===== config.mk =====
export PLATFORM = sky130hd
export DESIGN_NAME = scan_test_controller
export DESIGN_NICKNAME = d
export VERILOG_FILES = /design/src/rtl/scan_test_controller.sv
export SDC_FILE = /design/constraint.sdc
export NUM_CORES = 1
export LEC_CHECK = 0
export CAP_MARGIN = 30
export CORE_ASPECT_RATIO = 0.6
export CORE_MARGIN = 2
export CORE_UTILIZATION = 50
export DETAILED_ROUTE_END_ITERATION = 10
export DONT_BUFFER_PORTS = 1
export PLACE_DENSITY = 0.64
export SETUP_SLACK_MARGIN = 0.02
export SYNTH_ARGS = -nofsm -noshare
export SYNTH_HDL_FRONTEND = slang
export SYNTH_SLANG_ARGS = --single-unit
export TNS_END_PERCENT = 30

===== constraint.sdc =====
create_clock -name clk_i -period 3.1 [get_ports clk_i]
set_clock_uncertainty 0.1 [all_clocks]
set_input_delay 0.31 -clock clk_i [delete_from_list [all_inputs] [get_ports clk_i]]
set_output_delay 0.31 -clock clk_i [all_outputs]
set_load 0.02 [all_outputs]

===== src/rtl/scan_test_controller.sv =====
// scan_test_controller
//   Runs one scan test per accepted start: shifts CHAIN_LEN pattern bits into
//   the attached scan chain, issues a single capture cycle, shifts the
//   response back out and compares it with the latched expected vector.
//
//   Parameters
//     CHAIN_LEN  flip-flops in the attached scan chain (>= 2)
//     CNT_W      shift counter width, 2**CNT_W > CHAIN_LEN
//
//   Ports
//     clk_i         system clock, rising edge
//     rst_i         asynchronous, active-high reset
//     start_i       begin a test (sampled only while idle)
//     pattern_i     stimulus vector, latched on start acceptance
//     expected_i    golden response, latched on start acceptance
//     scan_out_i    serial output of the chain's last flip-flop
//     scan_in_o     serial input to the chain
//     scan_en_o     1 = shift, 0 = capture/functional
//     busy_o        high from start acceptance until done
//     done_o        one-cycle pulse when the result is valid
//     pass_o        captured_o == expected, held until the next start
//     captured_o    response shifted out, held until the next start
module scan_test_controller #(
    parameter int unsigned CHAIN_LEN = 8,
    parameter int unsigned CNT_W     = 4
) (
    input  logic                 clk_i,
    input  logic                 rst_i,
    input  logic                 start_i,
    input  logic [CHAIN_LEN-1:0] pattern_i,
    input  logic [CHAIN_LEN-1:0] expected_i,
    input  logic                 scan_out_i,
    output logic                 scan_in_o,
    output logic                 scan_en_o,
    output logic                 busy_o,
    output logic                 done_o,
    output logic                 pass_o,
    output logic [CHAIN_LEN-1:0] captured_o
);

    typedef enum logic [2:0] {
        S_IDLE,
        S_LOAD,
        S_CAPTURE,
        S_UNLOAD,
        S_DONE
    } state_e;

    state_e               state_q;
    logic [CNT_W-1:0]     cnt_q;
    logic [CHAIN_LEN-1:0] pat_q;
    logic [CHAIN_LEN-1:0] exp_q;
    logic                 scan_in_q;
    logic                 scan_en_q;
    logic                 busy_q;
    logic                 done_q;
    logic                 pass_q;
    logic [CHAIN_LEN-1:0] captured_q;

    logic                 last_cnt;
    logic                 load_bit_d;
    logic [CHAIN_LEN-1:0] captured_d;
    logic                 pass_d;

    assign scan_in_o  = scan_in_q;
    assign scan_en_o  = scan_en_q;
    assign busy_o     = busy_q;
    assign done_o     = done_q;
    assign pass_o     = pass_q;
    assign captured_o = captured_q;

    assign last_cnt = (cnt_q == CNT_W'(CHAIN_LEN - 1));

    // load_bit_d: pattern bit for the next LOAD cycle (cnt+1), i.e.
    // pat[CHAIN_LEN-2-cnt]. captured_d: captured with scan_out written to
    // bit CHAIN_LEN-1-cnt, so the final compare sees the last sampled bit.
    always_comb begin
        load_bit_d = 1'b0;
        captured_d = captured_q;
        for (int unsigned i = 0; i < CHAIN_LEN; i++) begin
            if (i + 2 + 32'(cnt_q) == CHAIN_LEN) load_bit_d = pat_q[i];
            if (i + 1 + 32'(cnt_q) == CHAIN_LEN) captured_d[i] = scan_out_i;
        end
        pass_d = (captured_d == exp_q);
    end

    always_ff @(posedge clk_i or posedge rst_i) begin
        if (rst_i) begin
            state_q    <= S_IDLE;
            cnt_q      <= '0;
            pat_q      <= '0;
            exp_q      <= '0;
            scan_in_q  <= 1'b0;
            scan_en_q  <= 1'b0;
            busy_q     <= 1'b0;
            done_q     <= 1'b0;
            pass_q     <= 1'b0;
            captured_q <= '0;
        end else begin
            case (state_q)
                S_IDLE: begin
                    scan_en_q <= 1'b0;
                    scan_in_q <= 1'b0;
                    done_q    <= 1'b0;
                    if (start_i) begin
                        pat_q      <= pattern_i;
                        exp_q      <= expected_i;
                        state_q    <= S_LOAD;
                        cnt_q      <= '0;
                        busy_q     <= 1'b1;
                        pass_q     <= 1'b0;
                        captured_q <= '0;
                        scan_en_q  <= 1'b1;
                        scan_in_q  <= pattern_i[CHAIN_LEN-1];
                    end
                end
                S_LOAD: begin
                    if (last_cnt) begin
                        state_q   <= S_CAPTURE;
                        cnt_q     <= '0;
                        scan_en_q <= 1'b0;
                        scan_in_q <= 1'b0;
                    end else begin
                        cnt_q     <= cnt_q + CNT_W'(1);
                        scan_in_q <= load_bit_d;
                    end
                end
                S_CAPTURE: begin
                    state_q   <= S_UNLOAD;
                    cnt_q     <= '0;
                    scan_en_q <= 1'b1;
                    scan_in_q <= 1'b0;
                end
                S_UNLOAD: begin
                    captured_q <= captured_d;
                    if (last_cnt) begin
                        state_q   <= S_DONE;
                        cnt_q     <= '0;
                        scan_en_q <= 1'b0;
                        busy_q    <= 1'b0;
                        done_q    <= 1'b1;
                        pass_q    <= pass_d;
                    end else begin
                        cnt_q <= cnt_q + CNT_W'(1);
                    end
                end
                S_DONE: begin
                    done_q  <= 1'b0;
                    state_q <= S_IDLE;
                end
                default: begin
                    state_q   <= S_IDLE;
                    cnt_q     <= '0;
                    scan_en_q <= 1'b0;
                    scan_in_q <= 1'b0;
                    busy_q    <= 1'b0;
                    done_q    <= 1'b0;
                end
            endcase
        end
    end

endmodule


# Word-level counts from Yosys, hierarchy flattened
# Cells that the tools add are included.
# totals
inputBits	20
regBits	36
# op_classes
bitwise	3
muxes	38
n_eq_ne	19
add_sub_neg	10
reduce_logical	14
# op_table
cell	count
equality test 5 x 4 -> 1 bit, second input constant	9
two-way mux 1 bit	24
adder 3 x 4 -> 5 bit, first input constant	4
case mux 8 bit (2 select lines)	1
case mux 3 bit (4 select lines)	1
case mux 4 bit (3 select lines)	1
adder 2 x 4 -> 5 bit, first input constant	2
adder 4 x 4 -> 5 bit, first input constant	2
AND reduction 2 bit	5
two-way mux 3 bit	3
AND reduction 3 bit	3
equality test 8 bit	1
two-way mux 4 bit	2
two-way mux 8 bit	1
equality test 3 x 2 -> 1 bit, second input constant	2
inequality test 2 bit, second input constant	3
case mux 1 bit (3 select lines)	2
OR reduction 2 bit	3
adder 1 x 4 -> 5 bit, first input constant	1
adder 4 x 1 -> 4 bit, second input constant	1
equality test 4 x 3 -> 1 bit, second input constant	1
case mux 1 bit (2 select lines)	2
case mux 1 bit (4 select lines)	1
equality test 3 x 1 -> 1 bit, second input constant	1
6 further kinds	8

# Longest topological paths before layout
# logic_depth
ltp_word	12
depth_mapped	9
depth_no_buf	8

# Worst setup path after synthesis
# Ideal clock, no wire load.
# synth_timing
path_type	register to register
start	reg cnt_q[1]
end	reg pass_q (netlist: pass_o)
setup_time_ps	66
period_less_slack_ps	2202
path_buffers	1
stages_incl_launch_ff	9
setup_slack_ps	898
arrival_ps	2037
required_ps	2934
path_cell_list	dfrtp_1 ha_1 nand2_4 or4b_4 buf_6 mux2i_1 a22o_1 a2111oi_2 a31o_1
# synth_via
elab_chain_cells	6
# synth_lines
element	line_no	source
start: declaration	50	logic [CNT_W-1:0] cnt_q;
start signal: assignment	124	cnt_q <= cnt_q + CNT_W'(1);
start signal: assignment	144	cnt_q <= cnt_q + CNT_W'(1);
adder 1 x 4 -> 5 bit, or another cell as far along	82	if (i + 1 + 32'(cnt_q) == CHAIN_LEN) captured_d[i] = scan_out_i;
equality test 5 x 4 -> 1 bit	82	
two-way mux 1 bit	82	
equality test 8 bit	84	pass_d = (captured_d == exp_q);
two-way mux 1 bit	136	if (last_cnt) begin
case mux 1 bit (2 select lines)	100	case (state_q)
end signal: assignment	142	pass_q <= pass_d;
end: declaration	57	logic pass_q;
# Parallel ways exist; a longest one is shown, timed or not. The select of a mux whose other input is x is not followed.
# A chain may end at the register's enable or synchronous reset.

# Worst setup path in the final report
# layout_timing
start	reg cnt_q[2]
end	reg pass_q (netlist: pass_o)
# Same word-level chain as after synthesis.

==> impl_results.rst <==
.. list-table::
   :header-rows: 1

   * - Metric
     - Value
   * - Crit path arrival time
     - 2.65 ns
   * - Critical Path Slowest Stage Cell
     - dfrtp_1
   * - Post-DRT Antenna Nets
     - 0
   * - Placed Area
     - 2170 um^2
   * - Final WL
     - 5.27 mm
   * - Row Count
     - 18
   * - Transition time at the pin with the least slew margin
     - 0.632 ns
   * - Top post-synthesis cells by area
     - dfrtp_1 41%, nand2_1 10%, ha_1 5.8%
   * - Final critical-path share of the clock period
     - 80.7%
   * - Area of the multi-input gates
     - 1170 um^2
   * - Share of the synthesized area in the top cell type
     - 40.6%
   * - Top FF cell, synth
     - dfrtp_1
   * - Final Max Slew Viols
     - 0
   * - Worst flop-to-flop path startpoint
     - cnt_q[2]
   * - Total Negative Setup Slacks
     - 0 ns
   * - Worst Reg2Reg Path Length in Cells
     - 7
   * - Final routed DRC violation total
     - 0
   * - Post-layout total power
     - 2370 uW
   * - Number of buffer and inverter stages on the critical path
     - 0
   * - Peak clock frequency supported by timing
     - 400 MHz
   * - GP Congestion
     - 0.865
   * - Cell accounting for the most synthesized area
     - dfrtp_1
   * - CTS tree
     - done
   * - Power density of the placed cells
     - 1030 nW/um^2
   * - Number of DRC markers after the initial detailed-route iteration
     - 145
   * - Quantity of hold-fixing buffers added after cts
     - 1
   * - Routed WL per cell
     - 17.1 um
   * - Via count of the first global-routing pass
     - 1517
   * - Post-CTS sizing
     - 0
   * - NumNets Final
     - 277
   * - Hold Violations, Final
     - 0
   * - Register area
     - 876 um^2
   * - CP top delay family
     - compound AO/OA/AOI/OAI gates
   * - Synthesis-stage register bit count
     - 35
   * - Net Switching
     - 1080 uW
   * - Global route total overflow
     - 0
   * - Class of the worst hold path
     - in2reg
   * - Largest fanout on the critical path
     - 15
   * - Detailed Place HPWL
     - 3.73 mm
   * - Max-Slew Margin vs Limit
     - 57.8%
   * - Fillers
     - 404
   * - Drt first pass iters
     - 5
   * - Num CTS Buffers
     - 5
   * - Post-synth EDFFs
     - 0
   * - Mean post-synth cell area
     - 8.64 um^2
   * - Insertion delay of the later-clocked pin in the worst-skew pair
     - 0.30 ns
   * - CP max stage delay
     - 0.55 ns
   * - Clock-pin slew on the worst setup and hold paths
     - 0.09 ns
   * - Number of instances on the worst hold path
     - 2
   * - Hold path start
     - expected_i[6]
   * - Layout cells sized above 1
     - 8.47%
   * - Number of placed cells counting well taps
     - 299
   * - CTS HTree Levels
     - 2
   * - Peak supply drop
     - 0.510 mV
   * - Switching power as a share of total power
     - 45.8%
   * - Setup repair after global routing missed its margin
     - no
   * - Share of flip-flops with an asynchronous set or reset
     - 100%
   * - Clock share of power
     - 18.2%
   * - Initial cell density of the core
     - 52.4%
   * - Growth of design area from synthesis to finish
     - 6.37%
   * - Maximum number of pins on one net before global-route repair
     - 36
   * - Number of standard cells in the layout, taps in and fillers out
     - 308
   * - Register area share after synthesis
     - 40.6%
   * - Cell area after synthesis
     - 2160 um^2
   * - Number of vias after detailed routing
     - 1778
   * - Root buffer cell
     - clkbuf_8
   * - Count of inserted antenna diode cells
     - 0
   * - Element type at the critical path start
     - register
   * - Boundary Pins
     - 33
   * - Count leader, synth
     - nand2_1
   * - Antenna violations before repair
     - 0
   * - Post-synthesis instance total
     - 250
   * - Status
     - complete, no violations
   * - Cells traversed along the worst timing path
     - ha_1, nand2b_1, or2_2, a21oi_2, o2111ai_1, a2111oi_2, a31o_1
   * - Placeable Area
     - 4120 um^2
   * - Cell area after layout
     - 2300 um^2
   * - Setup slack of the worst register-to-register path
     - 0.60 ns
   * - Wire length of the first global-routing pass
     - 8.38 mm
   * - Mapped Nets
     - 280
   * - Combined global-route utilization of all metal layers
     - 23.8%
   * - Combinational cell fraction of total power
     - 41.0%
   * - Most instantiated cells after synthesis
     - 60 x nand2_1, 35 x dfrtp_1, 19 x o21ai_0, 14 x nor2_1, 11 x a21oi_1
   * - Type of element capturing the critical path
     - register
   * - Buffer depth of the longest clock path
     - 2
   * - Reported leakage power
     - 0.00108 uW
   * - Worst endpoint required time
     - 3.24 ns
   * - Critical register-to-register path endpoint
     - pass_o
   * - Internal power consumption
     - 1290 uW
   * - Total of buffers placed on input and output ports
     - 0
   * - Hold-critical path endpoint
     - exp_q[6]
   * - Die outline width
     - 88.8 um
   * - Number of buffers inserted to repair setup after CTS
     - 0
   * - Warnings from Yosys
     - 0
   * - Fin crit period
     - 2.50 ns
   * - Classification of the worst setup path
     - reg2reg
   * - Die Outline Area
     - 4880 um^2
   * - Overall die height
     - 54.9 um
   * - Worst slack on hold paths
     - 0.0158 ns
   * - Clock net sink count
     - 35
   * - Final setup violation count
     - 0
   * - Number of unique standard cell types used by synthesis
     - 57
   * - Vias per cell
     - 5.77
   * - Max Cap Viol
     - 0
   * - Proportion of power drawn by flip-flops and latches
     - 40.8%
## cells by family (layout without fill, tap and decap cells)
kind of cell	after synthesis	in the layout	share of synthesized area, %
simple gates	116	116	27.1
compound gates	57	57	17.4
flops	35	35	40.6
buf+inv	23	21	5.21
fa+ha+maj	10	10	5.79
xor+xnor	6	6	2.43
mux	3	3	1.45
## power groups by stage
stage               Clock [uW]  Combinational (uW)  Sequential [uW]
floorplan                    0                 865              829
global placement             0                 940              966
detailed placement           0                 949              967
CTS                        441                 962              958
global route               462                1110              995
finish                     431                 971              968
## sequential cells by signal (all words and copies together) (netlist names), 3 cells and up
signal and cells:
state_q 3, captured_o 8, pat_q 7, exp_q 8
cnt_q 4
## worst max-delay path by stage
stage | depth (start not counted) | start | slack, ns | endpoint
after floorplan | 8 | cnt_q[1] | 0.90 | pass_o
after global placement | 7 | cnt_q[2] | 0.68 | pass_o
after detailed placement | 7 | cnt_q[2] | 0.64 | pass_o
after CTS | 7 | cnt_q[1] | 0.63 | pass_o
after global routing | 7 | cnt_q[2] | 0.42 | pass_o
final | 7 | cnt_q[2] | 0.60 | pass_o
## metal layers
layer	GRT usage, %	wire, um
met2	29.4	2010
met3	7.57	519
met5	0	0
met1	38.6	2700
met4	5.81	37
## stage by stage
stage	utilization [%]	setup WS [ns]
after floorplan	-	0.898
after global placement	52.7	0.682
after detailed placement	52.7	0.643
after CTS	55.7	0.625
after global routing	55.7	0.420
final	55.7	0.598
## final cells by class
class | count | share of cell area, %
Clock buffer | 5 | 3.00
Multi-Input combinational cell | 192 | 51.0
Clock inverter | 3 | 2.07
Tap cell | 60 | 3.27
Timing Repair Buffer | 2 | 0.763
Inverter | 11 | 1.80
Sequential cell | 35 | 38.1
## worst register-to-register path: stages, from the launching register on
cell	delay, ns
dfrtp_1	0.55
ha_1	0.33
nand2b_1	0.17
or2_2	0.33
a21oi_2	0.25
o2111ai_1	0.19
a2111oi_2	0.36
a31o_1	0.18
## placed cells by master (no fill, tap or decap), types with 2 or more instances in the layout
master	Yosys	layout
and3b_1	3	3
xnor2_1	4	4
o21ai_0	19	19
a22o_1	3	3
o21bai_1	2	2
a21oi_1	11	11
clkbuf_8	0	5
nor2b_1	3	3
inv_1	10	10
ha_1	10	10
nor2_1	14	14
nand3b_1	2	2
nand2b_1	4	4
nor3b_1	3	3
nand2_1	60	60
and3_1	2	2
xor2_1	2	2
nand3_1	2	2
o22ai_1	4	4
nand4_1	2	2
dfrtp_1	35	35
o211ai_1	3	3
and2_1	3	3
o31ai_1	2	2
mux2i_1	2	2
nor4_1	2	2
nor3_1	4	4
No activity file was read; power rests on OpenSTA's default activity.
